===== src/rtl/network_pkg.sv =====
// Purpose: shared types and width helpers for the forward-pass sequencing logic.
// Latency: n/a (types and constant functions only).
// Backpressure: n/a.
//
// Contents: sched_state_t (scheduler FSM states) and width helpers used to
// size the layer index, cache strobe vector and watchdog counter.
package network_pkg;

   typedef enum logic [2:0] {
      ST_IDLE,
      ST_SHIFT,
      ST_START,
      ST_SETTLE,
      ST_WAIT,
      ST_CACHE,
      ST_LATCH
   } sched_state_t;

   // $clog2 with a floor of 1 so a single-layer network still has a 1-bit index.
   function automatic int clog2_min1(input int n);
      return (n <= 2) ? 1 : $clog2(n);
   endfunction

   function automatic int layer_width(input int n_layers);
      return clog2_min1(n_layers);
   endfunction

   // One cache strobe per layer boundary; kept at least 1 bit wide.
   function automatic int cache_width(input int n_layers);
      return (n_layers > 1) ? (n_layers - 1) : 1;
   endfunction

   function automatic int timer_width(input int timeout);
      return $clog2(timeout + 1);
   endfunction

endpackage


===== src/rtl/wait_timer.sv =====
// Purpose: clearable saturating up-counter used as the per-layer watchdog.
// Latency: expired is a decode of the registered count (no input->output path).
// Backpressure: none; inc is sampled every cycle.
//
// Ports: clk, rst (sync active-low), clr (zero the count), inc (count this
// cycle), expired (high while the cycle being counted is the TIMEOUT-th one).
module wait_timer
   import network_pkg::*;
#(
   parameter int TIMEOUT = 1023
)
(
   input  logic clk,
   input  logic rst,
   input  logic clr,
   input  logic inc,
   output logic expired
);

   localparam int CW = timer_width(TIMEOUT);
   localparam logic [CW-1:0] LAST = CW'(TIMEOUT - 1);
   localparam logic [CW-1:0] SAT  = CW'(TIMEOUT);

   logic [CW-1:0] count;

   always_ff @(posedge clk) begin
      if (!rst) begin
         count <= '0;
      end else if (clr) begin
         count <= '0;
      end else if (inc && (count != SAT)) begin
         count <= count + CW'(1);
      end
   end

   // count holds the number of cycles already counted, so when it equals
   // TIMEOUT-1 the cycle being counted right now is the TIMEOUT-th.
   assign expired = (count == LAST);

endmodule


===== src/rtl/forward_pass_scheduler.sv =====
// Purpose: sequences one forward pass (shift, per-layer start/wait/cache, latch) per sample tick.
// Latency: strobes appear the cycle after the registered state reaches them; tick->lsb_shift is 1 cycle.
// Backpressure: none upstream; ticks arriving mid-pass are dropped and flagged as overrun.
//
// Ports:
//   clk, rst          clock and synchronous active-low reset
//   sample_tick       one-cycle pulse per new audio sample
//   conv_done         per-layer out_v level from each conv1d
//   err_clear         clears the sticky overrun / timeout_err flags
//   lsb_shift         pulse: clock the input left shift buffers
//   conv_start        one-hot pulse: start conv for the current layer
//   cache_shift       one-hot pulse: clock activation cache after layer l
//   out_latch         pulse: capture last layer output
//   busy              high while a pass is in progress
//   layer             index of the layer being sequenced
//   overrun           sticky: tick arrived while busy
//   timeout_err       sticky: a layer was aborted by the watchdog
module forward_pass_scheduler
   import network_pkg::*;
#(
   parameter int N_LAYERS = 4,
   parameter int TIMEOUT  = 1023
)
(
   input  logic                                clk,
   input  logic                                rst,
   input  logic                                sample_tick,
   input  logic [N_LAYERS-1:0]                 conv_done,
   input  logic                                err_clear,
   output logic                                lsb_shift,
   output logic [N_LAYERS-1:0]                 conv_start,
   output logic [cache_width(N_LAYERS)-1:0]    cache_shift,
   output logic                                out_latch,
   output logic                                busy,
   output logic [layer_width(N_LAYERS)-1:0]    layer,
   output logic                                overrun,
   output logic                                timeout_err
);

   localparam int LW = layer_width(N_LAYERS);
   localparam int CW = cache_width(N_LAYERS);
   localparam logic [LW-1:0] LAST_LAYER = LW'(N_LAYERS - 1);

   sched_state_t  state_q, state_d;
   logic [LW-1:0] layer_q, layer_d;
   logic          tmr_clr;
   logic          tmr_inc;
   logic          tmr_expired;
   logic          abort;
   logic          ovr_set;

   wait_timer #(
      .TIMEOUT (TIMEOUT)
   ) u_wait_timer (
      .clk     (clk),
      .rst     (rst),
      .clr     (tmr_clr),
      .inc     (tmr_inc),
      .expired (tmr_expired)
   );

   always_ff @(posedge clk) begin
      if (!rst) begin
         state_q <= ST_IDLE;
         layer_q <= '0;
      end else begin
         state_q <= state_d;
         layer_q <= layer_d;
      end
   end

   always_comb begin
      state_d = state_q;
      layer_d = layer_q;
      tmr_clr = 1'b0;
      tmr_inc = 1'b0;
      abort   = 1'b0;
      case (state_q)
         ST_IDLE: begin
            if (sample_tick) begin
               state_d = ST_SHIFT;
               layer_d = '0;
            end
         end
         ST_SHIFT: begin
            state_d = ST_START;
         end
         ST_START: begin
            tmr_clr = 1'b1;
            state_d = ST_SETTLE;
         end
         // out_v from the previous pass is still high here, so conv_done
         // is deliberately not looked at for one cycle.
         ST_SETTLE: begin
            state_d = ST_WAIT;
         end
         ST_WAIT: begin
            tmr_inc = 1'b1;
            // A done seen on the very cycle the watchdog expires still wins.
            if (conv_done[layer_q]) begin
               state_d = (layer_q == LAST_LAYER) ? ST_LATCH : ST_CACHE;
            end else if (tmr_expired) begin
               abort   = 1'b1;
               state_d = ST_IDLE;
            end
         end
         ST_CACHE: begin
            layer_d = layer_q + LW'(1);
            state_d = ST_START;
         end
         ST_LATCH: begin
            state_d = ST_IDLE;
         end
         default: begin
            state_d = ST_IDLE;
         end
      endcase
   end

   // Strobes are pure decodes of registered state and layer.
   always_comb begin
      conv_start  = '0;
      cache_shift = '0;
      for (int i = 0; i < N_LAYERS; i++) begin
         conv_start[i] = (state_q == ST_START) && (layer_q == LW'(i));
      end
      for (int i = 0; i < CW; i++) begin
         cache_shift[i] = (state_q == ST_CACHE) && (layer_q == LW'(i));
      end
   end

   assign lsb_shift = (state_q == ST_SHIFT);
   assign out_latch = (state_q == ST_LATCH);
   assign busy      = (state_q != ST_IDLE);
   assign layer     = layer_q;

   // Any tick outside IDLE is lost, including one landing on the LATCH cycle.
   assign ovr_set = sample_tick && (state_q != ST_IDLE);

   // Set has priority over err_clear so a coincident new error is not lost.
   always_ff @(posedge clk) begin
      if (!rst) begin
         overrun     <= 1'b0;
         timeout_err <= 1'b0;
      end else begin
         if (ovr_set) begin
            overrun <= 1'b1;
         end else if (err_clear) begin
            overrun <= 1'b0;
         end
         if (abort) begin
            timeout_err <= 1'b1;
         end else if (err_clear) begin
            timeout_err <= 1'b0;
         end
      end
   end

endmodule


===== config.mk =====
export PLATFORM = sky130hd
export DESIGN_NAME = forward_pass_scheduler
export DESIGN_NICKNAME = d
export VERILOG_FILES = /design/src/rtl/network_pkg.sv /design/src/rtl/wait_timer.sv /design/src/rtl/forward_pass_scheduler.sv
export SDC_FILE = /design/constraint.sdc
export NUM_CORES = 1
export LEC_CHECK = 0
export BUFFER_PORTS_ARGS = -buffer_cell sky130_fd_sc_hd__buf_2
export CAP_MARGIN = 20
export CORE_ASPECT_RATIO = 1.1
export CORE_UTILIZATION = 53
export DETAILED_ROUTE_END_ITERATION = 10
export GPL_ROUTABILITY_DRIVEN = 0
export PLACE_DENSITY_LB_ADDON = 0.25
export SYNTH_ARGS = -nofsm -noshare
export SYNTH_HDL_FRONTEND = slang
export SYNTH_HIERARCHICAL = 1
export SYNTH_SLANG_ARGS = --single-unit

===== constraint.sdc =====
create_clock -name clk -period 2 [get_ports clk]
set_clock_uncertainty 0.15 [all_clocks]
set_input_delay 0.4 -clock clk [delete_from_list [all_inputs] [get_ports clk]]
set_output_delay 0.4 -clock clk [all_outputs]
set_load 0.05 [all_outputs]

* Yosys cells after proc, flatten, opt, wreduce, memory -nomap -nowiden
Cells that the tools add are included.
** Storage, ports and cells
- Flip-flop bits (word level) :: 17
- Bits in latches :: 0
- Bits in writable memories :: 0
- ROM bits :: 0
- Bits of input ports :: 8
- Output and inout bits :: 14
- Word-level logic and storage cells :: 58
- Memories kept :: 0
** Operators by class
- $add $sub $neg :: 2
- Multipliers :: 0
- Div/mod/pow operators :: 0
- $lt $le $gt $ge :: 1
- Eq/ne operators :: 13
- Shift operators :: 0
- Multiplexer cells :: 17
- Bitwise operators :: 1
- Reductions and logical operators :: 19
** Operator list (count)
- case mux 3 bit (5 select lines) :: 1
- adder 10 x 1 -> 10 bit, second input constant :: 1
- equality test 10 bit, second input constant :: 1
- inequality test 10 bit, second input constant :: 1
- equality test 3 bit, second input constant :: 3
- logical AND 1 bit :: 9
- two-way mux 1 bit :: 9
- two-way mux 3 bit :: 3
- equality test 3 x 2 -> 1 bit, second input constant :: 2
- nonzero test 2 bit :: 3
- equality test 2 bit, second input constant :: 2
- two-way mux 2 bit :: 2
- case mux 2 bit (2 select lines) :: 1
- AND reduction 2 bit :: 2
- OR reduction 2 bit :: 2
- equality test 3 x 1 -> 1 bit, second input constant :: 1
- logical NOT 3 bit :: 1
- less-than comparator 2 x 3 -> 1 bit, second input constant :: 1
- inequality test 3 bit, second input constant :: 1
- nonzero test 3 bit :: 1
- adder 2 x 1 -> 2 bit, second input constant :: 1
- binary-select mux 1 bit (select 2 bit) :: 1
- equality test 2 x 1 -> 1 bit, second input constant :: 1
- logical NOT 2 bit :: 1
- 2 further kinds :: 2

* Longest topological paths before layout
Gate-level depths: netlist of run 1.
- Word-level depth :: 5
- Mapped depth :: 8
- Mapped depth without buffers :: 6

* Modules after synthesis
Netlist of run 1, hierarchy kept.
** Modules (own cells, without submodules)
- wait_timer :: times used 1, cells an instance 71, area an instance 574.3 µm², seq. area each 200.2 µm²
- forward_pass_scheduler :: times used 1, cells an instance 57, area an instance 511.7 µm², seq. area each 140.1 µm²

* Worst setup path after synthesis of run 1
OpenSTA, ideal clock, no wires.
- Path type :: register to output
- Start point :: register state_q[1]
- End point :: output lsb_shift
- Arrival :: 1657 ps
- Required time :: 1450 ps
- Setup slack :: -207 ps
- Cell stages (with the launch flop) :: 3
- Path buffers :: 1
- Cell sequence :: dfxtp_1 buf_2 nor3b_1
** On the way
- Longest elaborated chain between the ends :: 1
** RTL lines
- start: declaration :: line forward_pass_scheduler.sv:44 : sched_state_t state_q, state_d;
- start signal: assignment :: line forward_pass_scheduler.sv:67 : state_q <= state_d;
- equality test 3 x 1 -> 1 bit :: line forward_pass_scheduler.sv:132 : assign lsb_shift = (state_q == ST_SHIFT);
- end: declaration :: line forward_pass_scheduler.sv:30 : output logic lsb_shift,
No other way between the ends.

* Worst setup path in the final report of run 1
- Start point :: register state_q[2]
- End point :: output busy
** On the way
- Longest elaborated chain between the ends :: 1
** RTL lines
- nonzero test 3 bit :: line forward_pass_scheduler.sv:134 : assign busy = (state_q != ST_IDLE);
- end: declaration :: line forward_pass_scheduler.sv:34 : output logic busy,
No other way between the ends.

==> reports/metrics.cfg, run 1 <==
[status]
status = complete, no violations

[critical_path]
arrival_ns = 1.41
crit_type = reg2out
critPathMaxStageDelay_ns = 0.40
startpoint_type = register
path_cells = buf_4, or3_4, buf_6
critPathTopFamily = simple AND/OR/NAND/NOR gates
end_kind = output pin
slowest_stage = or3_4
cp.required_ns = 1.45
critPathBufInv = 2
crit_fanout = 8

[yosys]
synth_area_leader_cell = dfxtp_1
syn_inst = 128
yosysWarnings = 6
syn_area_mm2 = 0.00109
syn_nets = 142
synth_ff_type = dfxtp_1
syn_area_per_cell_um2 = 8.48
synth_seq_cells = 17
synth.area.top_cells = dfxtp_1, ha_1, nor2_1
synthDistinctLibCells = 42
synth_top_area_share_pct = 31.3
synth-edff-count = 0
yosysSeqAreaShare_pct = 31.3
synth-async-reset-ratio_pct = 0

[layout]
nets = 168
multiInputGateArea_um2 = 686
layout_commonest_cell = buf_2
design_area_mm2 = 0.00129
layout-drive-gt1-share_pct = 31.4
areaGrowthSynthToFinish_pct = 18.5
n_antenna_cell = 0
nFillCells = 156
regArea_um2 = 354
final_util_pct = 69.2
mostFrequentLayoutCells = buf_2, nor2_1, dfxtp_1, nand2_1, inv_1

[die]
initial_core_util_pct = 58.3
core_area_mm2 = 0.00186
ios = 22
die_h_um = 49.5
die_w_um = 45.2
fp-row-count = 16
die-area_mm2 = 0.00223

[placement]
dp_slack_ns = 0.157
io_buffer_count = 21
dp_hpwl_um = 1610
placed_cell_area_mm2 = 0.00122

[routing]
ant_nets = 0
drt_pass1_iterations = 4
dr_total_vias = 1011
vias_per_cell = 5.62
drt-wirelength-per-cell_um = 12.1
route.detailed.drc = 0
routed_wl_um = 2190
drt_iter0_drc = 23

[timing]
slew-limit-headroom_pct = 72.3
fin_ws_ns = 0.0404
drv_slew = 0
finalHoldViolCount = 0
tightest_slew_ns = 0.411
setup_viol = 0
max_freq_mhz = 510
timing.final.crit_share_pct = 98.0
tns_ns = 0
fin_crit_ns = 1.96
grt_setup_unrepaired = false

[min_path]
hold_class = in2reg

[power]
leakagePower_nw = 0.516
ir_drop_v = 0.000372
cellPowerDensity_mw_per_mm2 = 534
finalPower_w = 0.000687

[clock_tree]
cts_buffer_depth = 2
cts.sinks = 17
cts-hold-fix-buffers = 0
clk_latency_ns = 0.31
path_clk_slew_ns = 0.11
htree_levels = 1
cts_tree = done
clockRootBuffer = clkbuf_4
cts_made_buffers = 3

[run]
max_cap_viol_count = 0

[global_route]
grt_pass1_wl_um = 3590
grt_pass1_vias = 848
overflow = 0
grt_max_degree = 13
antenna_found_initial = 0
grt_use_total_pct = 21.5

## registers in the layout (all words and copies together), names as in the netlist
register,cells
overrun,1
state_q,3
u_wait_timer/count,10
layer,2
timeout_err,1
## cells by family (layout without fill, tap and decap cells)
| logic type | count (synthesis) | count (layout) | synth area share [%] |
|---|---|---|---|
| flip-flops | 17 | 17 | 31.3 |
| XOR/XNOR | 2 | 2 | 1.61 |
| AND/OR/NAND/NOR | 62 | 62 | 33.2 |
| adder cells (fa/ha/maj) | 6 | 6 | 6.91 |
| buffers and inverters | 14 | 39 | 6.22 |
| multiplexers | 5 | 5 | 5.99 |
| AO/OA/AOI/OAI | 22 | 22 | 14.7 |
## worst reg2reg max path, stage by stage, from the launching register on
cell	delay (ns)
dfxtp_1	0.43
ha_1	0.34
nand2_1	0.09
or3_4	0.35
nand3_1	0.10
mux2_2	0.32
## what timing repair did
action                     4_1_cts  5_1_grt
hold endpoints to repair         0        0
resized for setup                5        6
buffers inserted                 0        2
setup endpoints to repair        9        8
## path summary, 6_finish.rpt
kind / from / to / slack [ns] / depth (start not counted)
worst max register to register: u_wait_timer/count[1] / u_wait_timer/count[5] / 0.13 / 5
worst min register to register: timeout_err / timeout_err / 0.34 / 2
worst max-delay path: state_q[2] / busy / 0.04 / 3
worst min-delay path: err_clear / timeout_err / 0.22 / 3
## synthesized netlist by cell type, drive strengths merged, types with 3 or more instances
cell type / instances
nand2: 10
a211oi: 4
a21oi: 5
nor2: 14
o21ai: 3
inv: 8
nand3: 8
nor2b: 3
dfxtp: 17
and3: 4
and2: 5
nor3: 3
a21boi: 3
nand3b: 3
buf: 5
ha: 6
## routing by layer
metal / GRT usage, % / part of all wire [%] / vias to the layer above
met5: 0 / 0 / -
met4: 10.6 / 2.5 / 0
met3: 2.20 / 4.4 / 7
met2: 35.3 / 48 / 33
met1: 27.1 / 45 / 467
li1: - / - / 504
## metrics by stage
stage / cells / hold WS [ns]
floorplan: 128 / 0.349
global placement: 174 / 0.309
CTS: 178 / 0.217
finish: 180 / 0.215
detailed placement: 174 / 0.321
global route: 180 / 0.241
## power by group
group          internal [W]  switching [W]
Sequential         0.000345      0.0000140
Combinational     0.0000526      0.0000783
Clock             0.0000748       0.000122
## final cells by class
class,instances,share of cell area [%]
clock buffer,3,1.75
clock inverter,1,0.389
inverter,8,2.33
multi-input combinational,97,53.3
sequential,17,27.5
tap,27,2.62
timing repair buffer,27,12.1
Note: power is estimated with default switching activity, not from simulation.
==> inputs of run 2 (changes only) <==
--- a/config.mk
+++ b/config.mk
@@ -7,8 +7,10 @@
 export LEC_CHECK = 0
 export BUFFER_PORTS_ARGS = -buffer_cell sky130_fd_sc_hd__buf_2
 export CAP_MARGIN = 20
+export CELL_PAD_IN_SITES_DETAIL_PLACEMENT = 1
+export CELL_PAD_IN_SITES_GLOBAL_PLACEMENT = 2
 export CORE_ASPECT_RATIO = 1.1
-export CORE_UTILIZATION = 53
+export CORE_UTILIZATION = 31
 export DETAILED_ROUTE_END_ITERATION = 10
 export GPL_ROUTABILITY_DRIVEN = 0
 export PLACE_DENSITY_LB_ADDON = 0.25
==> run 2 against run 1 <==
First-iteration DRC count shrank 30%. Die area grew 68%. Combinational power grew 8%. Setup slack gained 0.038 ns. Largest cell class unchanged. Final cell count grew 13%. Total power shrank 1.7%. Clock power shrank 8%. Critical path type unchanged.
==> reports/metrics.cfg, run 2 (same netlist as run 1, synthesis figures left out) <==
[routing]
drt_iter0_drc = 16  ; -30%
routed_wl_um = 2560  ; +17%
route.detailed.drc = 0  ; unchanged
drt_pass1_iterations = 4  ; unchanged
drt-wirelength-per-cell_um = 12.5  ; +3.4%
vias_per_cell = 5.03  ; -10%
ant_nets = 0  ; unchanged
dr_total_vias = 1026  ; +1.5%

[layout]
regArea_um2 = 348  ; -1.8%
nFillCells = 415  ; +170%
final_util_pct = 40.2  ; -29 points
areaGrowthSynthToFinish_pct = 23.3
largest-register = u_wait_timer/count
n_antenna_cell = 0  ; unchanged
layout_commonest_cell = buf_2
largest_reg_flops = 10  ; unchanged
mostFrequentLayoutCells = buf_2, nor2_1, dfxtp_1, nand2_1, buf_4
nets = 171  ; +1.8%
multiInputGateArea_um2 = 683  ; -0.37%
layout-drive-gt1-share_pct = 30.8  ; -0.60 points

[global_route]
grt_use_met2_pct = 28.2  ; -7.1 points
gr-usage-met3_pct = 2.63  ; +0.43 points
grt_max_degree = 12  ; -1
overflow = 0  ; unchanged
grt_use_met1_pct = 17.2  ; -9.9 points
gr-max-usage-layer = met2
antenna_found_initial = 0  ; unchanged
grt_use_total_pct = 15.6  ; -5.9 points
grt_pass1_vias = 1015  ; +20%
grt_pass1_wl_um = 4450  ; +24%

[power]
leakagePower_nw = 0.524  ; +1.5%
ir_drop_v = 0.000231  ; -38%
cellPowerDensity_mw_per_mm2 = 505  ; -5.4%
finalPower_w = 0.000676  ; -1.7%

[timing]
fin_crit_ns = 1.92  ; -0.0376 ns
max_freq_mhz = 520  ; +2.0%
finalHoldViolCount = 0  ; unchanged
slew-limit-headroom_pct = 74.0  ; +1.8 points
setup_viol = 0  ; unchanged
grt_setup_unrepaired = true
fin_ws_ns = 0.0779  ; +0.0376 ns
tightest_slew_ns = 0.385  ; -0.0262 ns
tns_ns = 0  ; unchanged
timing.final.crit_share_pct = 96.1  ; -1.9 points
drv_slew = 0  ; unchanged
hold_ws_ns = 0.228  ; +0.0128 ns

[clock_tree]
path_clk_slew_ns = 0.10  ; about the same
cts_made_buffers = 3  ; unchanged
cts_tree = done
clk_latency_ns = 0.29  ; -0.02 ns
clockRootBuffer = clkbuf_4
htree_levels = 1  ; unchanged
cts_buffer_depth = 2  ; unchanged
ctsResizeCount = 2  ; -3
cts-hold-fix-buffers = 0  ; unchanged
cts_setup_buffers = 0  ; unchanged
cts.sinks = 17  ; unchanged

[placement]
dp_slack_ns = 0.203  ; +0.0457 ns
io_buffer_count = 21  ; unchanged
dp_hpwl_um = 2150  ; +34%

[status]
status = complete, no violations

[die]
core_area_mm2 = 0.00333  ; +79%
ios = 22  ; unchanged
fp-row-count = 22  ; +6
die_h_um = 64.1  ; +30%
initial_core_util_pct = 32.6  ; -26 points
die_w_um = 58.4  ; +29%
die-area_mm2 = 0.00374  ; +68%

[critical_path]
end_kind = output pin
crit_type = reg2out
startpoint_type = register
cp.required_ns = 1.45  ; about the same
crit_fanout = 11  ; +3
arrival_ns = 1.37  ; -0.04 ns

[run]
max_cap_viol_count = 0  ; unchanged

[min_path]
hold_class = in2reg

## run 2: cell count changes in the layout (fill, tap and decap cells not counted), sizes merged
cell	previous run	this run
buf	27	25
clkbuf	3	9
clkinv	1	0
## run 2: layout make-up
| type | count | share of cell area, % |
|---|---|---|
| Tap cell | 48 | 4.49 |
| Clock buffer | 4 | 1.96 |
| Timing Repair Buffer | 30 | 14.3 |
| Inverter | 8 | 2.24 |
| Sequential cell | 17 | 26.0 |
| Multi-Input combinational cell | 97 | 51.0 |
## run 2: worst paths after layout
path                                 to             startpoint  slack (ns)  cells after the start
setup / recovery                   busy             state_q[1]        0.08                      3
setup reg to reg  u_wait_timer/count[5]  u_wait_timer/count[1]        0.19                      5
hold / removal              timeout_err              err_clear        0.23                      3
hold reg to reg             timeout_err            timeout_err        0.33                      2
## run 2: critical path, stage by stage (launching register included)
cell and delay, ns:
dfxtp_2 0.36, buf_4 0.17, or3_4 0.39, buf_6 0.16
## run 2: through the flow
stage               cells  cell area [um^2]
finish                204              1340
global route          204              1340
CTS                   204              1320
detailed placement    200              1290
global placement      200              1290
floorplan             128              1090
## run 2: per-layer routing
layer  wire length [um]  part of all wire, %  up-vias
li1                   -                    -      512
met1               1090                   42      488
met2               1340                   52       20
met3                 76                  3.0        6
met4                 58                  2.3        0
met5                  0                    0        -
## run 2: report_power, final
| group | switching (W) | internal, W |
|---|---|---|
| Combinational | 0.0000849 | 0.0000557 |
| Clock | 0.000105 | 0.0000775 |
| Sequential | 0.00000852 | 0.000345 |
| Total | 0.000198 | 0.000478 |
==> inputs of run 3 (changes only) <==
--- a/config.mk
+++ b/config.mk
@@ -10,7 +10,7 @@
 export CELL_PAD_IN_SITES_DETAIL_PLACEMENT = 1
 export CELL_PAD_IN_SITES_GLOBAL_PLACEMENT = 2
 export CORE_ASPECT_RATIO = 1.1
-export CORE_UTILIZATION = 31
+export CORE_UTILIZATION = 34
 export DETAILED_ROUTE_END_ITERATION = 10
 export GPL_ROUTABILITY_DRIVEN = 0
 export PLACE_DENSITY_LB_ADDON = 0.25
==> constraint.sdc (replaced) <==
create_clock -name clk -period 2.49 [get_ports clk]
set_clock_uncertainty 0.15 [all_clocks]
set_input_delay 0.498 -clock clk [delete_from_list [all_inputs] [get_ports clk]]
set_output_delay 0.498 -clock clk [all_outputs]
set_load 0.05 [all_outputs]
==> run 3 against run 2 <==
Routed wire length decreased by 3.7%. Setup slack improved by 0.20 ns. Global-route usage increased by 0.48 points. Register-to-register slack improved by 0.36 ns. Critical endpoint is now cache_shift[1].
==> reports/metrics.cfg, run 3 (same netlist as run 1, synthesis figures left out) <==
[routing]
routed_wl_um = 2470  ; -3.7%
ant_nets = 0  ; unchanged
route.detailed.drc = 0  ; unchanged
drt_pass1_iterations = 4  ; unchanged
dr_total_vias = 965  ; -5.9%
vias_per_cell = 5.30  ; +5.4%
drt_iter0_drc = 16  ; unchanged
drt-wirelength-per-cell_um = 13.5  ; +8.0%

[min_path]
min-delay-start = err_clear
worst_hold_path.num_cells = 3  ; unchanged
worstHoldEndpoint = timeout_err
hold_class = in2reg

[clock_tree]
ctsResizeCount = 0  ; -2
clockRootBuffer = clkbuf_4
cts_buffer_depth = 2  ; unchanged
htree_levels = 1  ; unchanged
clk_latency_ns = 0.28  ; about the same
cts_made_buffers = 3  ; unchanged
cts_setup_buffers = 0  ; unchanged
cts-hold-fix-buffers = 0  ; unchanged
cts_tree = done
path_clk_slew_ns = 0.10  ; about the same
cts.sinks = 17  ; unchanged

[run]
max_cap_viol_count = 0  ; unchanged

[placement]
dp_hpwl_um = 1980  ; -8.0%
io_buffer_count = 21  ; unchanged
dp.cells = 178  ; -11%

[layout]
regArea_um2 = 340  ; -2.2%
largest_reg_flops = 10  ; unchanged
multiInputGateArea_um2 = 678  ; -0.73%
largest-register = u_wait_timer/count
nFillCells = 385  ; -7.2%
fin_cells = 182  ; -11%
layout-drive-gt1-share_pct = 23.6  ; -7.1 points
areaGrowthSynthToFinish_pct = 13.2
mostFrequentLayoutCells = buf_2, dfxtp_1, nor2_1, nand2_1, inv_1
n_antenna_cell = 0  ; unchanged
nets = 163  ; -4.7%
layout_commonest_cell = buf_2

[critical_path]
rr_startpoint = state_q[0]
cp.required_ns = 1.84  ; +0.39 ns
rr_endpoint = u_wait_timer/count[7]
end_kind = output pin
arrival_ns = 1.57  ; +0.20 ns
reg2regPathDepth = 5  ; unchanged
startpoint_type = register
crit_fanout = 16  ; +5
rrSetupSlack_ns = 0.55  ; +0.36 ns
crit_type = reg2out

[die]
ios = 22  ; unchanged
die-area_mm2 = 0.00342  ; -8.5%
core_area_mm2 = 0.00305  ; -8.5%
die_h_um = 61.3  ; -4.4%
die_w_um = 55.9  ; -4.4%
initial_core_util_pct = 35.6  ; +3.0 points
fp-row-count = 21  ; -4.5%

[timing]
tns_ns = 0  ; unchanged
finalHoldViolCount = 0  ; unchanged
setup_viol = 0  ; unchanged
fin_crit_ns = 2.21
grt_setup_unrepaired = false
hold_ws_ns = 0.337  ; +0.109 ns
slew-limit-headroom_pct = 64.9  ; -9.1 points
drv_slew = 0  ; unchanged
max_freq_mhz = 452
timing.final.crit_share_pct = 88.9
tightest_slew_ns = 0.526  ; +0.141 ns

[global_route]
antenna_found_initial = 0  ; unchanged
grt_use_total_pct = 16.0  ; +0.48 points
grt_pass1_vias = 985  ; -3.0%
grt_pass1_wl_um = 4300  ; -3.4%
grt_max_degree = 17  ; +5
overflow = 0  ; unchanged

[status]
status = complete, no violations

[power]
leakagePower_nw = 0.478  ; -8.7%
cellPowerDensity_mw_per_mm2 = 427  ; -15%
ir_drop_v = 0.000286  ; +24%

==> run 3: critical path, stage by stage (launching register included) <==
cell and delay (ns):
dfxtp_1 0.62, and3b_2 0.30, and2_1 0.16, buf_2 0.20
==> run 3: power breakdown <==
group | switching (W) | total (W) | internal (W) | leakage (nW)
registers | 0.0000131 | 0.000291 | 0.000277 | 0.137
clock network | 0.0000841 | 0.000146 | 0.0000622 | 0.0150
logic | 0.0000578 | 0.0000884 | 0.0000306 | 0.326
total | 0.000155 | 0.000525 | 0.000370 | 0.478
==> run 3: stage by stage <==
stage | setup WS [ns] | total power (W) | area, um^2 | util (%)
5_1_grt | 0.161 | 0.000554 | 1230 | 40.4
3_5_place_dp | 0.557 | 0.000386 | 1200 | 39.5
2_1_floorplan | 0.185 | 0.000366 | 1090 | -
3_3_place_gp | 0.592 | 0.000385 | 1200 | 39.5
6_report | 0.277 | 0.000525 | 1230 | 40.4
4_1_cts | 0.240 | 0.000539 | 1230 | 40.4
==> run 3: area by class of cell <==
cell class / instances / share of cell area [%]
clock buffers: 4 / 2.14
well taps: 34 / 3.46
flip-flops and latches: 17 / 27.7
multi-input cells: 97 / 55.1
inverters: 8 / 2.44
repair buffers: 22 / 9.16
==> run 3: per-layer routing <==
layer,GRT usage [%],up-vias,share of wire [%],wire length [um]
met2,32.7,15,54,1340
met4,6.62,0,0.81,20
li1,-,491,-,-
met3,1.89,2,3.0,75
met5,0,-,0,0
met1,17.2,457,42,1030
==> run 3: worst max path at each step <==
stage | end | cells after the start | startpoint | slack [ns]
after floorplan | lsb_shift | 2 | state_q[1] | 0.18
after global placement | u_wait_timer/count[5] | 5 | u_wait_timer/count[1] | 0.59
after detailed placement | u_wait_timer/count[7] | 5 | state_q[0] | 0.56
after CTS | cache_shift[1] | 3 | state_q[1] | 0.24
after global routing | cache_shift[0] | 3 | state_q[1] | 0.16
final | cache_shift[1] | 3 | state_q[1] | 0.28
